### config.mk
export PLATFORM = sky130hd
export DESIGN_NAME = heartbeat_period_meter_flat
export DESIGN_NICKNAME = d
export VERILOG_FILES = /design/src/rtl/intrusion_pkg.sv /design/src/rtl/heartbeat_period_meter_if.sv /design/src/rtl/sync_edge_detect.sv /design/src/rtl/heartbeat_period_meter.sv /design/src/flat_wrapper.sv
export SDC_FILE = /design/constraint.sdc
export NUM_CORES = 1
export LEC_CHECK = 0
export ABC_AREA = 1
export BUFFER_PORTS_ARGS = -buffer_cell sky130_fd_sc_hd__buf_2
export CAP_MARGIN = 30
export CORE_MARGIN = 2
export CORE_UTILIZATION = 62
export DETAILED_ROUTE_END_ITERATION = 8
export GPL_TIMING_DRIVEN = 0
export PLACE_DENSITY = 0.82
export SLEW_MARGIN = 10
export SYNTH_ARGS = -nofsm -noshare
export SYNTH_HDL_FRONTEND = slang
export SYNTH_SLANG_ARGS = --single-unit
### constraint.sdc
create_clock -name clk_in -period 3.25 [get_ports clk_in]
set_input_delay 0.1625 -clock clk_in [delete_from_list [all_inputs] [get_ports clk_in]]
set_output_delay 0.1625 -clock clk_in [all_outputs]
set_load 0.01 [all_outputs]
### src/rtl/intrusion_pkg.sv
// Shared definitions for the slow-signal monitors: measurement FSM states and
// the default no-edge timeout.
package intrusion_pkg;

  typedef enum logic [1:0] {
    ST_IDLE,
    ST_ARM,
    ST_MEASURE,
    ST_LOST
  } state_t;

  localparam int DEF_TIMEOUT = 120_000_000;

endpackage

### src/rtl/heartbeat_period_meter_if.sv
// Result channel of the period meter.
interface heartbeat_period_meter_if #(
  parameter int CNT_W = 28
) ();
  // Valid/ready: the producer raises period_valid with period_out and holds both
  // stable until a cycle where period_valid && period_ready (the transfer);
  // period_ready may change freely and never depends on period_valid.
  logic [CNT_W-1:0] period_out;
  logic             period_valid;
  logic             period_ready;

  modport master (output period_out, output period_valid, input period_ready);
  modport slave  (input period_out, input period_valid, output period_ready);
endinterface

### src/rtl/sync_edge_detect.sv
// Multi-flop synchronizer with a rising-edge detector. o_rise is the raw
// detection; o_pulse is the same event registered one cycle later.
module sync_edge_detect #(
  parameter int STAGES = 2
) (
  input  logic clk_in,
  input  logic rst_n,
  input  logic i_sig,
  output logic o_rise,
  output logic o_pulse
);

  logic [STAGES-1:0] r_sync;
  logic              r_dly;
  logic              r_pulse;

  always_ff @(posedge clk_in or negedge rst_n) begin
    if (!rst_n) begin
      r_sync  <= '0;
      r_dly   <= 1'b0;
      r_pulse <= 1'b0;
    end else begin
      r_sync  <= {r_sync[STAGES-2:0], i_sig};
      r_dly   <= r_sync[STAGES-1];
      r_pulse <= o_rise;
    end
  end

  assign o_rise  = r_sync[STAGES-1] & ~r_dly;
  assign o_pulse = r_pulse;

endmodule

### src/rtl/heartbeat_period_meter.sv
// Measures edge-to-edge period of a slow asynchronous pulse train, flags a
// missing edge as timeout and a result dropped under backpressure as overrun.
module heartbeat_period_meter
  import intrusion_pkg::*;
#(
  parameter int CNT_W       = 28,
  parameter int TIMEOUT     = DEF_TIMEOUT,
  parameter int SYNC_STAGES = 2
) (
  input  logic   clk_in,
  input  logic   rst_n,
  input  logic   enable,
  input  logic   sig_in,
  output logic   edge_pulse,
  output logic   timeout,
  output logic   overrun,
  output state_t o_state,
  heartbeat_period_meter_if.master res
);

  state_t           r_state, w_state_nx;
  logic [CNT_W-1:0] r_cnt, w_cnt_nx;
  logic [CNT_W-1:0] r_out, w_out_nx;
  logic             r_valid, w_valid_nx;
  logic             r_to, w_to_nx;
  logic             r_ovr, w_ovr_nx;
  logic             w_rise;
  logic             w_at_limit;
  logic             w_accept;
  logic             w_res_vld;
  logic [CNT_W-1:0] w_res;

  sync_edge_detect #(.STAGES(SYNC_STAGES)) u_sync (
    .clk_in  (clk_in),
    .rst_n   (rst_n),
    .i_sig   (sig_in),
    .o_rise  (w_rise),
    .o_pulse (edge_pulse)
  );

  // Stored count of TIMEOUT-1 means this cycle completes TIMEOUT edge-free cycles.
  assign w_at_limit = (r_cnt == CNT_W'(TIMEOUT - 1));
  assign w_accept   = r_valid & res.period_ready;

  always_ff @(posedge clk_in or negedge rst_n) begin
    if (!rst_n) begin
      r_state <= ST_IDLE;
      r_cnt   <= '0;
      r_out   <= '0;
      r_valid <= 1'b0;
      r_to    <= 1'b0;
      r_ovr   <= 1'b0;
    end else begin
      r_state <= w_state_nx;
      r_cnt   <= w_cnt_nx;
      r_out   <= w_out_nx;
      r_valid <= w_valid_nx;
      r_to    <= w_to_nx;
      r_ovr   <= w_ovr_nx;
    end
  end

  always_comb begin
    w_state_nx = r_state;
    w_cnt_nx   = r_cnt;
    w_out_nx   = r_out;
    w_valid_nx = r_valid;
    w_to_nx    = r_to;
    w_ovr_nx   = r_ovr;
    w_res_vld  = 1'b0;
    w_res      = '0;
    if (!enable) begin
      w_state_nx = ST_IDLE;
      w_cnt_nx   = '0;
      w_valid_nx = 1'b0;
      w_to_nx    = 1'b0;
      w_ovr_nx   = 1'b0;
    end else begin
      unique case (r_state)
        ST_IDLE: begin
          w_state_nx = ST_ARM;
          w_cnt_nx   = '0;
        end
        ST_ARM, ST_MEASURE: begin
          // An edge in the final cycle still wins, so results top out at TIMEOUT.
          if (w_rise) begin
            w_state_nx = ST_MEASURE;
            w_cnt_nx   = '0;
            w_res_vld  = (r_state == ST_MEASURE);
            w_res      = r_cnt + CNT_W'(1);
          end else if (w_at_limit) begin
            w_state_nx = ST_LOST;
            w_cnt_nx   = r_cnt + CNT_W'(1);
            w_to_nx    = 1'b1;
          end else begin
            w_cnt_nx   = r_cnt + CNT_W'(1);
          end
        end
        ST_LOST: begin
          if (w_rise) begin
            w_state_nx = ST_MEASURE;
            w_cnt_nx   = '0;
            w_to_nx    = 1'b0;
          end
        end
        default: w_state_nx = ST_IDLE;
      endcase

      if (w_res_vld) begin
        if (!r_valid || res.period_ready) begin
          w_out_nx   = w_res;
          w_valid_nx = 1'b1;
        end else begin
          w_ovr_nx   = 1'b1;
        end
      end else if (w_accept) begin
        w_valid_nx = 1'b0;
      end
    end
  end

  assign res.period_out   = r_out;
  assign res.period_valid = r_valid;
  assign timeout          = r_to;
  assign overrun          = r_ovr;
  assign o_state          = r_state;

endmodule

### src/flat_wrapper.sv
// flat-port wrapper written by rule: the top's interface ports become plain ports
module heartbeat_period_meter_flat import intrusion_pkg::*;
#(
  parameter int CNT_W       = 28,
  parameter int TIMEOUT     = DEF_TIMEOUT,
  parameter int SYNC_STAGES = 2
)
  (clk_in, rst_n, enable, sig_in, edge_pulse, timeout, overrun, o_state, res_period_out, res_period_valid, res_period_ready);
  heartbeat_period_meter_if #(.CNT_W(CNT_W)) res_i ();
  input  logic clk_in;
  input  logic rst_n;
  input  logic enable;
  input  logic sig_in;
  output logic edge_pulse;
  output logic timeout;
  output logic overrun;
  output state_t o_state;
  output wire logic [$bits(res_i.period_out)-1:0] res_period_out;
  output wire logic [$bits(res_i.period_valid)-1:0] res_period_valid;
  input wire logic [$bits(res_i.period_ready)-1:0] res_period_ready;
  assign res_period_out = res_i.period_out;
  assign res_period_valid = res_i.period_valid;
  assign res_i.period_ready = res_period_ready;
  heartbeat_period_meter #(.CNT_W(CNT_W), .TIMEOUT(TIMEOUT), .SYNC_STAGES(SYNC_STAGES)) u_core (.clk_in(clk_in), .rst_n(rst_n), .enable(enable), .sig_in(sig_in), .edge_pulse(edge_pulse), .timeout(timeout), .overrun(overrun), .o_state(o_state), .res(res_i));
endmodule
==> out/metrics.cfg, run 1 <==
[pwr]
p_per_area_mw_per_mm2=538
switching_share=0.275
pwr-share-seq=0.440
p_int_uw=1510
leakagePower_uw=0.00188
switching_power_uw=574
pwr-share-comb=0.160
vdd_ir_drop_max_mv=0.332
clockPowerShare=0.400

[yosys]
syn_avg_cell_area_um2=7.74
async_flop_share=1.00
yosysSeqAreaShare=0.488
synth_area_mm2=0.00333
yosysWarnings=0
synth_enable_flop_cells=0
synth_ff_type=dfrtp_1
syn_inst=431
syn_nets=440
synth_seq_cells=65
synthDistinctLibCells=28

[worst_setup_path]
worst-path-buf-inv=4
critPathMaxStageDelay_ns=0.44
cpMaxStageDelayCell=dfrtp_1
start_kind=flop
end_kind=flop
crit_required_ns=3.53
path_class=reg2reg
worstPathMaxFanout=10
rrSetupSlack_ns=1.34
cp.arrival_ns=2.19
critical_path.top_delay_family=simple AND/OR/NAND/NOR gates
cp_cell_sequence=inv_1, ha_1, inv_1, nor3_1, nand2_1, inv_2, buf_4, nand3_1, nand2_1

[die]
num_rows=26
initial_core_util=0.649
ios=39
fp.dieW_um=77.3
core_mm2=0.00514
die_height_um=77.3
dieArea_mm2=0.00598

[cts]
cts_buffers=9
cts_root_buf=clkbuf_8
clk-insertion-delay-late_ns=0.34
cts_buffer_depth=2
cts_tree=yes
htreeDepth=3
clk_pin_slew_ns=0.07
post_cts_buffers=0
cts_sinks=65

[global_routing]
grt_pass1_vias=2764
grtUsageTotal=0.277
overflow=0
grt_max_degree=66
grt_use_met2=0.436
grt_util_met3=0.0547
met1_usage=0.375
grt_pass1_wl_um=12900
busiest_layer=met2
antenna_found_initial=0

[finish]
antennaDiodeCount=0
layout-drive-gt1-share=0.175
utilization=0.754
multiInputGateArea_mm2=0.00150
final_nets=491
final_common_cell=nand2_1
areaGrowthSynthToFinish_pct=16.3
n_fill_cell=424
seq_area_mm2=0.00163
layout.cells.most_common_list=158 x nand2_1, 65 x dfrtp_1, 44 x nand3_1, 41 x buf_2, 34 x inv_1

[sta]
max_slew_margin=0.459
rsz0062_at_grt=no
setup_tns_ns=0
tightestPinTransition_ns=0.812
clock-skew-final_ns=0.00790
fin_crit_ns=1.91
slew_violations=0
hold_violations=0
fmax_ghz=0.524
period_share=0.587
setup_viol_count_final=0

[placement]
portBuffers=38
dp_hpwl_um=5520
place_congestion=0.953

[routing]
drc=0
first_pass_iters=6
via_count=3069
wl_per_cell_um=14.0
drt-initial-drc-count=292
vias_per_cell=5.51
drtAntennaViolNets=0
wl_um=7810

[run]
maxCapViolations=0

[min_path]
hp-class=in2reg

[outcome]
outcome=completed

## what timing repair did
action                                 in CTS  in global routing
hold buffers                                2                  0
endpoints found under the hold margin      66                  0
gates resized for setup                     0                  0
## Yosys cell counts, types with 2 or more instances
master,number,area (um2)
o22ai_1,5,31.3
buf_4,2,15.0
o21ai_0,12,60.1
a21oi_1,2,10.0
nand2_1,158,593
nor3_2,3,30.0
nor3_1,9,45.0
inv_2,7,26.3
nor2_1,31,116
nand3_2,2,20.0
xor2_1,8,70.1
nand2_2,3,18.8
buf_2,4,20.0
nor2_4,4,45.0
nand4_1,4,25.0
inv_1,34,128
clkbuf_1,2,7.51
nor2_2,2,12.5
dfrtp_1,65,1630
ha_1,4,50.1
o21ai_1,20,100
nand3_1,44,220
## routing by layer
| metal | vias up | routed length (um) |
|---|---|---|
| met5 | - | 0 |
| met4 | 0 | 214 |
| met3 | 22 | 563 |
| met2 | 141 | 3660 |
| met1 | 1429 | 3370 |
| li1 | 1477 | - |
## per-stage QoR
stage | instance area (um2) | total power, uW | hold WS (ns) | std cells | setup WS, ns
2_1_floorplan | 3330 | 1130 | -0.133 | 431 | 1.64
3_3_place_gp | 3610 | 1250 | 0.271 | 539 | 1.44
3_5_place_dp | 3610 | 1260 | 0.272 | 539 | 1.42
4_1_cts | 3880 | 2090 | 0.0785 | 557 | 1.36
5_1_grt | 3880 | 2170 | 0.107 | 557 | 1.20
6_report | 3880 | 2080 | 0.0813 | 557 | 1.34
## flip-flops by register name, summed over array words and instances (netlist names)
signal	cells
u_core.res.period_valid	1
u_core.r_cnt	28
u_core.timeout	1
u_core.u_sync.r_dly	1
u_core.overrun	1
u_core.res.period_out	28
u_core.u_sync.r_sync	2
u_core.u_sync.o_pulse	1
u_core.o_state	2
## logic make-up after synthesis
| logic type | after synthesis | share of synthesized area |
|---|---|---|
| AOI/OAI and AO/OA | 40 | 0.0630 |
| buffers and inverters | 50 | 0.0623 |
| and+or+nand+nor | 263 | 0.348 |
| xor gates and xnor gates | 9 | 0.0236 |
| adders and majority gates | 4 | 0.0150 |
| DFF | 65 | 0.488 |
## area by class of cell
type	count	area share
Sequential cell	65	0.419
Multi-Input combinational cell	316	0.387
Timing Repair Buffer	40	0.0549
Inverter	41	0.0397
Clock buffer	10	0.0355
Clock inverter	6	0.0271
Tap cell	70	0.0226
Buffer	9	0.0139
## power by group through the flow
stage,Combinational [uW],Sequential [uW],Clock [uW]
3_5_place_dp,328,932,0
4_1_cts,335,918,838
5_1_grt,376,927,871
3_3_place_gp,317,930,0
6_report,333,918,834
2_1_floorplan,172,956,0
## final timing paths
path / start / end / cells after the start
hold reg to reg: u_core.u_sync.r_sync[0] / u_core.u_sync.r_sync[1] / 0
min in group asynchronous: rst_n / u_core.u_sync.r_dly / 2
hold / removal: enable / u_core.overrun / 2
setup reg to reg: u_core.o_state[1] / u_core.r_cnt[24] / 9
max in group asynchronous: rst_n / u_core.u_sync.o_pulse / 2
setup / recovery: u_core.o_state[1] / u_core.r_cnt[24] / 9
Note: power is estimated with default switching activity, not from simulation.
==> inputs of run 2 (changes only) <==
- CORE_UTILIZATION: 62 -> 58
- PLACE_DENSITY: 0.82 -> 0.77
- clock period: 3.25 -> 1.95 ns (I/O delays scaled with it)
==> run 2 against run 1 <==
Compared with the run above: combinational power up 71%; register-to-register slack worse by 1.2 ns; via count down 2.6%; clock power up 20%; flip-flop and latch count unchanged; critical endpoint is now u_core.r_cnt[25]; largest power group unchanged.
==> out/metrics.cfg, run 2 (synthesis gave the netlist of run 1 again) <==
[worst_setup_path]
start_kind=flop
crit_start=u_core.o_state[0]
end_kind=flop
worst-path-buf-inv=4
cpMaxStageDelayCell=dfrtp_1
critical_path.top_delay_family=buffers and inverters
ff2ff_path_depth=9
path_class=reg2reg
cp.arrival_ns=2.09
cp-endpoint=u_core.r_cnt[25]
r2r_end=u_core.r_cnt[25]
critPathMaxStageDelay_ns=0.41
crit_required_ns=2.24
cp_cell_sequence=inv_1, ha_1, inv_1, nor3_2, nand2_1, inv_4, buf_4, nand3_1, nand2_1
reg2reg_from=u_core.o_state[0]
crit_cells=9
worstPathMaxFanout=10
rrSetupSlack_ns=0.15

[sta]
fin_crit_ns=1.80
tightestPinTransition_ns=0.822
hold_violations=0
setup_tns_ns=0
clock-skew-final_ns=0.00621
setup_viol_count_final=0
max_slew_margin=0.452
period_share=0.923
fmax_ghz=0.556
slew_violations=0

[global_routing]
antenna_found_initial=0
grt_max_degree=66
grtUsageTotal=0.271
grt_pass1_wl_um=13100
overflow=0
grt_pass1_vias=2841

[die]
die_height_um=79.8
fp.dieW_um=79.8
initial_core_util=0.602
dieArea_mm2=0.00637
num_rows=27
core_mm2=0.00554
ios=39

[pwr]
leakagePower_uw=0.00184
clockPowerShare=0.324
power.total_uw=3100
switching_share=0.312
p_int_uw=2130
pwr-share-seq=0.493
pwr-share-comb=0.183
switching_power_uw=970
p_per_area_mw_per_mm2=813
vdd_ir_drop_max_mv=0.509

[finish]
final_nets=491
utilization=0.689
final_common_cell=nand2_1
layout-drive-gt1-share=0.177
layout.cells.most_common_list=158 x nand2_1, 65 x dfrtp_1, 44 x nand3_1, 41 x buf_2, 34 x inv_1
antennaDiodeCount=0
final_area_mm2=0.00382
areaGrowthSynthToFinish_pct=14.5

[cts]
htreeDepth=3
cts_sinks=65
cts_buffer_depth=2
cts_tree=yes
cts_root_buf=clkbuf_8
clk-insertion-delay-late_ns=0.35
clk_pin_slew_ns=0.07
cts_buffers=9

[min_path]
hp-class=in2reg

[routing]
wl_um=7830
wl_per_cell_um=14.0
drtAntennaViolNets=0
drc=0
drt-initial-drc-count=263
via_count=2988
vias_per_cell=5.35
first_pass_iters=5

[placement]
place_congestion=0.918
dpl_cell_area_mm2=0.00362
portBuffers=38
dp_hpwl_um=5640

[run]
maxCapViolations=0

[outcome]
outcome=completed

run 2: final cells by class:
class	instances	area, um2
buffer	8	50.0
clock buffer	10	138
clock inverter	5	32.5
fill	491	1720
inverter	41	156
multi-input combinational	316	1510
sequential	65	1630
tap	72	90.1
timing repair buffer	41	220
run 2: how the worst min path moves through the flow:
stage,depth (start not counted),start,to
after detailed placement,1,sig_in,u_core.u_sync.r_sync[0]
after CTS,2,enable,u_core.overrun
after global routing,2,enable,u_core.overrun
after global placement,1,sig_in,u_core.u_sync.r_sync[0]
final,2,enable,u_core.overrun
after floorplan,0,rst_n,u_core.o_state[0]
run 2: worst reg2reg max path, stage by stage (launching register included):
cell and delay, ns:
dfrtp_1 0.41, inv_1 0.08, ha_1 0.32, inv_1 0.07, nor3_2 0.18, nand2_1 0.17
inv_4 0.15, buf_4 0.21, nand3_1 0.10, nand2_1 0.06
run 2: metrics by stage:
stage	worst slack, ns	hold slack [ns]	cells
after floorplan	0.343	-0.198	431
after global placement	0.138	0.206	541
after detailed placement	0.109	0.207	541
after CTS	0.0947	0.0147	558
after global routing	-0.00767	0.0219	558
final	0.151	0.0233	558
run 2: layer usage:
metal,vias up,wire [um],GRT usage,part of all wire
met1,1370,3550,0.364,0.45
met4,0,245,0.142,0.031
met5,-,0,0,0
li1,1487,-,-,-
met2,106,3570,0.416,0.46
met3,25,473,0.0520,0.060
run 2: power groups by stage:
stage	Combinational, uW	Sequential [uW]	Clock, uW
after floorplan	287	1590	0
after global routing	643	1550	1070
after CTS	548	1530	1010
after global placement	528	1550	0
final	568	1530	1000
after detailed placement	542	1560	0
run 2: repair_timing:
action / in CTS / in global routing
setup buffers: 0 / 1
hold endpoints to repair: 66 / 0
resized for setup: 0 / 2
endpoints found under the setup margin: 0 / 11
hold buffers: 2 / 0
==> inputs of run 3 (changes only) <==
- BUFFER_PORTS_ARGS: -buffer_cell sky130_fd_sc_hd__buf_2 -> -buffer_cell sky130_fd_sc_hd__clkbuf_2
- CTS_BUF_LIST: default -> sky130_fd_sc_hd__clkbuf_16
==> run 3 against run 2 <==
Compared with the run above: maximum frequency is 0.60% lower; critical path depth is the same; combinational power is 1% higher; largest power group unchanged; clock power rose by 52%; sequential power hardly changed; design area grew 3.5%; count of clock-buffer cells in the layout is 1 lower; final cell count rose by 0.36%; sequential share of layout area fell by 1.4 points.
==> out/metrics.cfg, run 3 (synthesis gave the netlist of run 1 again) <==
[outcome]
outcome=completed

[die]
fp.dieW_um=79.8
core_mm2=0.00554
dieArea_mm2=0.00637
initial_core_util=0.602
ios=39
num_rows=27
die_height_um=79.8

[worst_setup_path]
crit_required_ns=2.21
worstPathMaxFanout=10
start_kind=flop
path_class=reg2reg
cp.arrival_ns=2.07
end_kind=flop

[pwr]
vdd_ir_drop_max_mv=0.586
p_per_area_mw_per_mm2=920
leakagePower_uw=0.00188

[cts]
cts_root_buf=clkbuf_16
clk-insertion-delay-late_ns=0.33
clk_pin_slew_ns=0.05
cts_sinks=65
post_cts_buffers=0
cts_buffers=9
cts_tree=yes
cts_buffer_depth=2
htreeDepth=3

[placement]
dp.cells=542
portBuffers=38
place_congestion=0.927
dp_slack_ns=0.0451
dp_hpwl_um=5860

[min_path]
hp-class=in2reg

[sta]
setup_viol_count_final=0
hold_violations=0
clock-skew-final_ns=0.00613
tightestPinTransition_ns=0.553
worst_slack_ns=0.140
slew_violations=0
setup_tns_ns=0
period_share=0.928
fin_crit_ns=1.81
max_slew_margin=0.631
fmax_ghz=0.552

[global_routing]
antenna_found_initial=0
busiest_layer=met2
overflow=0
grt_util_met3=0.0441
grt_use_met2=0.436
grt_pass1_vias=2859
grt_max_degree=44
met1_usage=0.393
grtUsageTotal=0.283
grt_pass1_wl_um=13700

[routing]
via_count=3053
drtAntennaViolNets=0
wl_per_cell_um=14.7
first_pass_iters=5
wl_um=8240
drc=0
drt-initial-drc-count=256
vias_per_cell=5.45

[finish]
antennaDiodeCount=0
layout.cells.most_common_list=157 x nand2_1, 64 x dfrtp_1, 44 x nand3_1, 37 x inv_1, 37 x clkbuf_2
seq_area_mm2=0.00163
final_common_cell=nand2_1
final_nets=492
multiInputGateArea_mm2=0.00151
layout-drive-gt1-share=0.176
areaGrowthSynthToFinish_pct=18.5
fin_cells=560
n_fill_cell=439

[run]
maxCapViolations=0

-- run 3: cell types whose count changed in the layout (fill, tap and decap cells not counted), moves of 2 or more --
cell	before	now
buf_2	41	4
clkbuf_2	0	37
clkbuf_8	10	0
clkbuf_16	0	9
clkinvlp_4	3	0
inv_1	34	37
buf_4	4	2
-- run 3: final timing paths --
path | start | endpoint | slack, ns | depth (start not counted)
setup reg to reg | u_core.o_state[0] | u_core.r_cnt[23] | 0.14 | 9
hold / removal | res_period_ready | u_core.res.period_valid | 0.05 | 4
max in group asynchronous | rst_n | u_core.r_cnt[0] | 1.15 | 3
setup / recovery | u_core.o_state[0] | u_core.r_cnt[23] | 0.14 | 9
min in group asynchronous | rst_n | u_core.o_state[0] | 0.24 | 2
hold reg to reg | u_core.u_sync.r_sync[0] | u_core.u_sync.r_sync[1] | 0.35 | 0
-- run 3: final cells by class --
type                            instances  share of cell area
Inverter                               41              0.0396
Multi-Input combinational cell        316               0.382
Clock inverter                          7              0.0139
Timing Repair Buffer                   41              0.0589
Tap cell                               72              0.0228
Buffer                                  9              0.0136
Sequential cell                        65               0.412
Clock buffer                            9              0.0570
-- run 3: metrics by stage --
| stage | cell area [um2] | utilization | hold WS [ns] | power [uW] |
|---|---|---|---|---|
| floorplan | 3330 | - | -0.198 | 1880 |
| CTS | 3940 | 0.711 | 0.0459 | 3630 |
| global route | 3950 | 0.713 | 0.0663 | 3790 |
| detailed placement | 3640 | 0.657 | 0.0516 | 2120 |
| finish | 3950 | 0.713 | 0.0522 | 3630 |
| global placement | 3610 | 0.652 | 0.206 | 2080 |
-- run 3: worst max-delay path, stage by stage (launching register included) --
cell	delay, ns
dfrtp_1	0.41
inv_1	0.08
ha_1	0.32
inv_1	0.07
nor3_2	0.21
nand2_2	0.13
inv_4	0.13
buf_4	0.20
nand3_1	0.12
nand2_1	0.07
-- run 3: timing repair --
item                                   CTS  global route
endpoints found under the hold margin   23             0
setup endpoints to repair                0            14
hold buffers                             2             0
gates resized for setup                  0             5
-- run 3: power breakdown --
part / total, uW / switching, uW / leakage (uW) / internal [uW]
Sequential: 1540 / 83.0 / 0.000887 / 1460
Clock: 1520 / 555 / 0.000150 / 965
Combinational: 575 / 380 / 0.000847 / 195
Total: 3630 / 1020 / 0.00188 / 2620
-- run 3: per-layer routing --
metal | vias to the layer above | wire [um] | part of all wire
met4 | 0 | 226 | 0.027
li1 | 1489 | - | -
met5 | - | 0 | 0
met3 | 21 | 496 | 0.060
met2 | 124 | 3840 | 0.47
met1 | 1419 | 3670 | 0.45
